## src/rtl/dcache_direct_mapped.sv

```systemverilog
// Direct-mapped, write-back, write-allocate data cache with 4-word lines.
// Hits resolve combinationally; misses stall the pipeline during 128-bit block transfers.
module dcache_direct_mapped #(
  parameter int INDEX_BITS = 3,
  parameter int TAG_BITS   = 25
) (
  input  logic         clk,
  input  logic         rst_n,
  input  logic         proc_read,
  input  logic         proc_write,
  input  logic [29:0]  proc_addr,
  input  logic [31:0]  proc_wdata,
  output logic         proc_stall,
  output logic [31:0]  proc_rdata,
  output logic         mem_read,
  output logic         mem_write,
  output logic [27:0]  mem_addr,
  output logic [127:0] mem_wdata,
  input  logic         mem_ready,
  input  logic [127:0] mem_rdata
);

  localparam int LINES = 1 << INDEX_BITS;

  localparam logic [1:0] IDLE      = 2'd0;
  localparam logic [1:0] WRITEBACK = 2'd1;
  localparam logic [1:0] ALLOCATE  = 2'd2;

  logic [1:0]          state;
  logic [LINES-1:0]    valid_q;
  logic [LINES-1:0]    dirty_q;
  logic [127:0]        data_q [LINES];
  logic [TAG_BITS-1:0] tag_q  [LINES];

  logic [INDEX_BITS-1:0] idx;
  logic [TAG_BITS-1:0]   tag;
  logic [1:0]            off;
  logic [6:0]            woff;
  logic                  req;
  logic                  hit;
  logic                  victim_dirty;
  logic                  idle_miss;
  logic                  wr_hit;
  logic                  fill;
  logic                  wb_done;

  assign off  = proc_addr[1:0];
  assign idx  = proc_addr[INDEX_BITS+1:2];
  assign tag  = proc_addr[29:INDEX_BITS+2];
  assign woff = {off, 5'b0};

  assign req          = proc_read | proc_write;
  assign hit          = valid_q[idx] && (tag_q[idx] == tag);
  assign victim_dirty = valid_q[idx] & dirty_q[idx];

  assign proc_stall = req & ((state != IDLE) | ~hit);
  assign proc_rdata = data_q[idx][woff +: 32];

  // A simultaneous read and write is treated as a write.
  assign idle_miss = rst_n & (state == IDLE) & req & ~hit;
  assign wr_hit    = rst_n & (state == IDLE) & proc_write & hit;
  assign fill      = rst_n & (state == ALLOCATE) & mem_ready;
  assign wb_done   = rst_n & (state == WRITEBACK) & mem_ready;

  // Control: state, line status bits and memory request strobes.
  always_ff @(posedge clk) begin
    if (!rst_n) begin
      state     <= IDLE;
      valid_q   <= '0;
      dirty_q   <= '0;
      mem_read  <= 1'b0;
      mem_write <= 1'b0;
    end else begin
      case (state)
        IDLE: begin
          if (wr_hit) begin
            dirty_q[idx] <= 1'b1;
          end else if (idle_miss) begin
            if (victim_dirty) begin
              state     <= WRITEBACK;
              mem_write <= 1'b1;
            end else begin
              state    <= ALLOCATE;
              mem_read <= 1'b1;
            end
          end
        end
        WRITEBACK: begin
          if (mem_ready) begin
            state     <= ALLOCATE;
            mem_write <= 1'b0;
            mem_read  <= 1'b1;
          end
        end
        ALLOCATE: begin
          if (mem_ready) begin
            state        <= IDLE;
            mem_read     <= 1'b0;
            valid_q[idx] <= 1'b1;
            dirty_q[idx] <= 1'b0;
          end
        end
        default: begin
          state     <= IDLE;
          mem_read  <= 1'b0;
          mem_write <= 1'b0;
        end
      endcase
    end
  end

  // Data path: line storage and memory-side address/victim registers, no reset.
  always_ff @(posedge clk) begin
    if (fill) begin
      data_q[idx] <= mem_rdata;
      tag_q[idx]  <= tag;
    end else if (wr_hit) begin
      data_q[idx][woff +: 32] <= proc_wdata;
    end

    if (idle_miss) begin
      if (victim_dirty) begin
        mem_addr  <= {tag_q[idx], idx};
        mem_wdata <= data_q[idx];
      end else begin
        mem_addr <= proc_addr[29:2];
      end
    end else if (wb_done) begin
      mem_addr <= proc_addr[29:2];
    end
  end

endmodule

```

## config.mk

```make
export PLATFORM = sky130hd
export DESIGN_NAME = dcache_direct_mapped
export DESIGN_NICKNAME = d
export VERILOG_FILES = /design/src/rtl/dcache_direct_mapped.sv
export SDC_FILE = /design/constraint.sdc
export NUM_CORES = 1
export LEC_CHECK = 0
export ABC_CLOCK_PERIOD_IN_PS = 6700
export CAP_MARGIN = 20
export CORE_UTILIZATION = 40
export DETAILED_ROUTE_END_ITERATION = 12
export PLACE_DENSITY = 0.66
export SYNTH_ARGS = -nofsm -noshare
export SYNTH_HDL_FRONTEND = slang
export SYNTH_SLANG_ARGS = --single-unit
```

## constraint.sdc

```tcl
create_clock -name clk -period 6.7 [get_ports clk]
set_clock_uncertainty 0.1 [all_clocks]
set_input_delay 0.67 -clock clk [delete_from_list [all_inputs] [get_ports clk]]
set_output_delay 0.67 -clock clk [all_outputs]
set_load 0.01 [all_outputs]
```

==> impl_metrics.py <==
metrics = {
    "outcome": {
        "status": "completed",
    },
    "synth": {
        "synth_top_family_by_area": "multiplexers",
        "synth_edf_count": 1380,
        "synth.area.top_cells": "edfxtp_1 (76%), a22oi_1 (4.0%), mux2i_1 (3.6%), mux4_2 (2.8%), mux2_2 (1.8%)",
        "synthTopCellsByCount": "edfxtp_1 (1380), a22oi_1 (288), mux2i_1 (197)",
        "ys_seq_area_share_pct": 76.7,
        "synth_compound_area_share_pct": 8.27,
        "synthMuxAreaShare_pct": 8.43,
        "synth_top_area_cell": "edfxtp_1",
        "synth_seq_cells": 1400,
        "syn_inst": 3140,
        "synth_xor_area_share_pct": 0.177,
        "synth-simple-area-share_pct": 3.61,
        "synthAdderAreaFrac_pct": 0.115,
        "syn_area_sq_mm": 0.0546,
        "yosysMostFrequentCell": "edfxtp_1",
        "yosysWarnings": 0,
        "synthArstFlopShare_pct": 0,
        "syn_area_per_cell_sq_um": 17.4,
        "synth_top_area_share_pct": 75.9,
        "synth_fp_nets": 3340,
        "synth_ff_type": "edfxtp_1",
        "ys_types": 64,
    },
    "setup_path": {
        "max_stage_delay_ns": 0.90,
        "crit_chain": "clkbuf_8 -> buf_4 -> nor2_4 -> buf_4 -> a222oi_1 -> nand3_1 -> mux4_2 -> clkdlybuf4s50_1",
        "critPathMostFrequentCell": "buf_4",
        "start_kind": "input pin",
        "rr_worst_depth": 10,
        "required_ns": 5.93,
        "crit_type": "in2out",
        "crit_fanout": 58,
        "cp_slowest_cell": "a222oi_1",
        "cp_data_arrival_time_ns": 4.76,
        "worstSetupEndpointType": "primary output",
    },
    "power": {
        "switching_share_pct": 22.3,
        "comb_power_share_pct": 6.8,
        "p_switching_uw": 4210,
        "p_per_area_mw_per_mm2": 286,
        "p_int_uw": 14700,
        "ir_drop_mv": 0.293,
        "power_frac_seq_pct": 51.3,
        "p_leak_uw": 0.0223,
        "power_frac_clock_pct": 41.8,
    },
    "global_routing": {
        "antenna_found_initial": 9,
        "grt_pass1_wl_um": 253000,
        "grt_pass1_vias": 32042,
        "grt_usage_pct": 26.6,
        "grt-ovfl-total": 0,
        "grt_max_degree": 93,
    },
    "floorplan": {
        "die_x_um": 371,
        "io_pins": 386,
        "die-area_sq_mm": 0.138,
        "coreArea_sq_mm": 0.135,
        "row_count": 135,
        "die_h_um": 371,
        "start_util_pct": 40.3,
    },
    "place": {
        "gp_congestion": 0.850,
        "place_ws_ns": 1.28,
        "place_inst": 5258,
        "dpl.hpwl_um": 116000,
        "port_buffers": 385,
    },
    "timing": {
        "finalSetupTns_ns": 0,
        "setup_ws_ns": 1.17,
        "fmax_ghz": 0.181,
        "finalSetupViolations": 0,
        "hold_violations": 0,
        "rsz0062_at_grt": "no",
        "max-slew-margin-rel_pct": 26.5,
        "fin_crit_ns": 5.53,
        "slew_violations": 0,
        "hold_ws_ns": 0.263,
        "worst_slew_pin_slew_ns": 1.10,
        "timing.final.crit_share_pct": 82.5,
    },
    "finish": {
        "finalNonFillerCells": 5511,
        "nNetsFinal": 3819,
        "drive_above_1_share_pct": 15.2,
        "areaGrowthSynthToFinish_pct": 21.3,
        "nFillCells": 11191,
    },
    "route": {
        "first_iter_violations": 5270,
        "firstDrtPassIters": 8,
        "drc": 0,
        "ant_nets": 0,
        "wl_per_cell_um": 33.7,
        "drt_wl_total_um": 186000,
        "vias_per_cell": 6.12,
        "num_vias": 33716,
    },
    "clock_tree": {
        "hold_buffers": 0,
        "htreeDepth": 4,
        "cts_tree": "done",
        "post_cts_buffers": 0,
        "clock-root-buffer": "clkbuf_16",
        "clock_latency_ns": 0.77,
        "clkTransAtPathRegs_ns": 0.06,
        "post_cts_resized": 0,
        "numClockSinks": 1400,
        "tritoncts.num_buffers": 140,
        "clockBufferDepth": 3,
    },
    "flow_run": {
        "maxCapViolations": 0,
    },
    "hold_path": {
        "hp-class": "in2reg",
        "holdPathStages": 1,
    },
}
-- cell families (layout without fill, tap and decap cells) --
logic type	after synthesis	after routing
XOR/XNOR	11	11
AND/OR/NAND/NOR	411	411
other	0	3
AO/OA/AOI/OAI	629	629
buffers and inverters	324	911
multiplexers	360	360
adder cells (fa/ha/maj)	5	5
flip-flops	1400	1400
-- layout by cell type (no fill, tap or decap), types with 48 or more instances in the layout --
cell type           n
mux2_2             85
nor2_1             51
mux4_2             69
edfxtp_1         1380
nand4_1            51
a221oi_1           68
clkdlybuf4s50_1   381
buf_4             109
inv_1             134
nand2_1           177
mux2i_1           197
o21ai_0            48
clkbuf_16         148
a22oi_1           288
-- layout make-up --
class                           instances  area (sq um)  share of cell area, %
Clock inverter                         74           800                   1.21
Multi-Input combinational cell       1416         11700                   17.7
Sequential cell                      1400         41800                   63.2
Antenna cell                            3          7.51                 0.0113
Clock buffer                          176          3810                   5.75
Timing Repair Buffer                  523          5250                   7.94
Tap cell                             1781          2230                   3.37
Inverter                              138           523                  0.790
-- power groups by stage --
stage | logic, uW | registers, uW | clock network, uW
final | 1290 | 9710 | 7900
after CTS | 1270 | 9710 | 7940
after detailed placement | 1260 | 9890 | 0
after global placement | 1260 | 9890 | 0
after floorplan | 561 | 9890 | 0
after global routing | 1330 | 9710 | 8270
-- routing by layer --
layer,GRT usage [%],wire length [um]
met1,34.3,66200
met2,41.8,86400
met3,7.17,23300
met4,12.7,9620
met5,0,36
-- worst max-delay path, delay by kind of cell --
kind,cells,cell delay (ns)
AOI/OAI and AO/OA,1,0.90
buffers and inverters,4,1.94
muxes,1,0.57
and+or+nand+nor,2,0.55
-- sequential cells by signal, summed over array words and instances (netlist names), named ones only --
signal / flops
tag_q: 200
data_q: 1024
mem_wdata: 128
state: 2
mem_read: 1
mem_write: 1
mem_addr: 28
valid_q: 8
-- per-stage QoR --
| step | area, sq um | power, uW | utilization [%] |
|---|---|---|---|
| 2_1_floorplan | 54600 | 10500 | - |
| 3_3_place_gp | 61600 | 11100 | 45.4 |
| 3_5_place_dp | 61600 | 11200 | 45.5 |
| 4_1_cts | 66200 | 18900 | 48.9 |
| 5_1_grt | 66200 | 19300 | 48.9 |
| 6_report | 66200 | 18900 | 48.9 |
-- path summary, 6_finish.rpt --
path,start,endpoint,slack [ns]
setup / recovery,proc_addr[4],proc_rdata[14],1.17
hold / removal,proc_addr[3],mem_addr[1]$_DFFE_PP_,0.26
setup reg to reg,tag_q[1][3]$_DFFE_PP_,data_q[5][61]$_DFFE_PP_,2.39
hold reg to reg,valid_q[2]$_SDFFE_PN0P_,valid_q[2]$_SDFFE_PN0P_,0.35
Power figures use the tool's default switching activity.
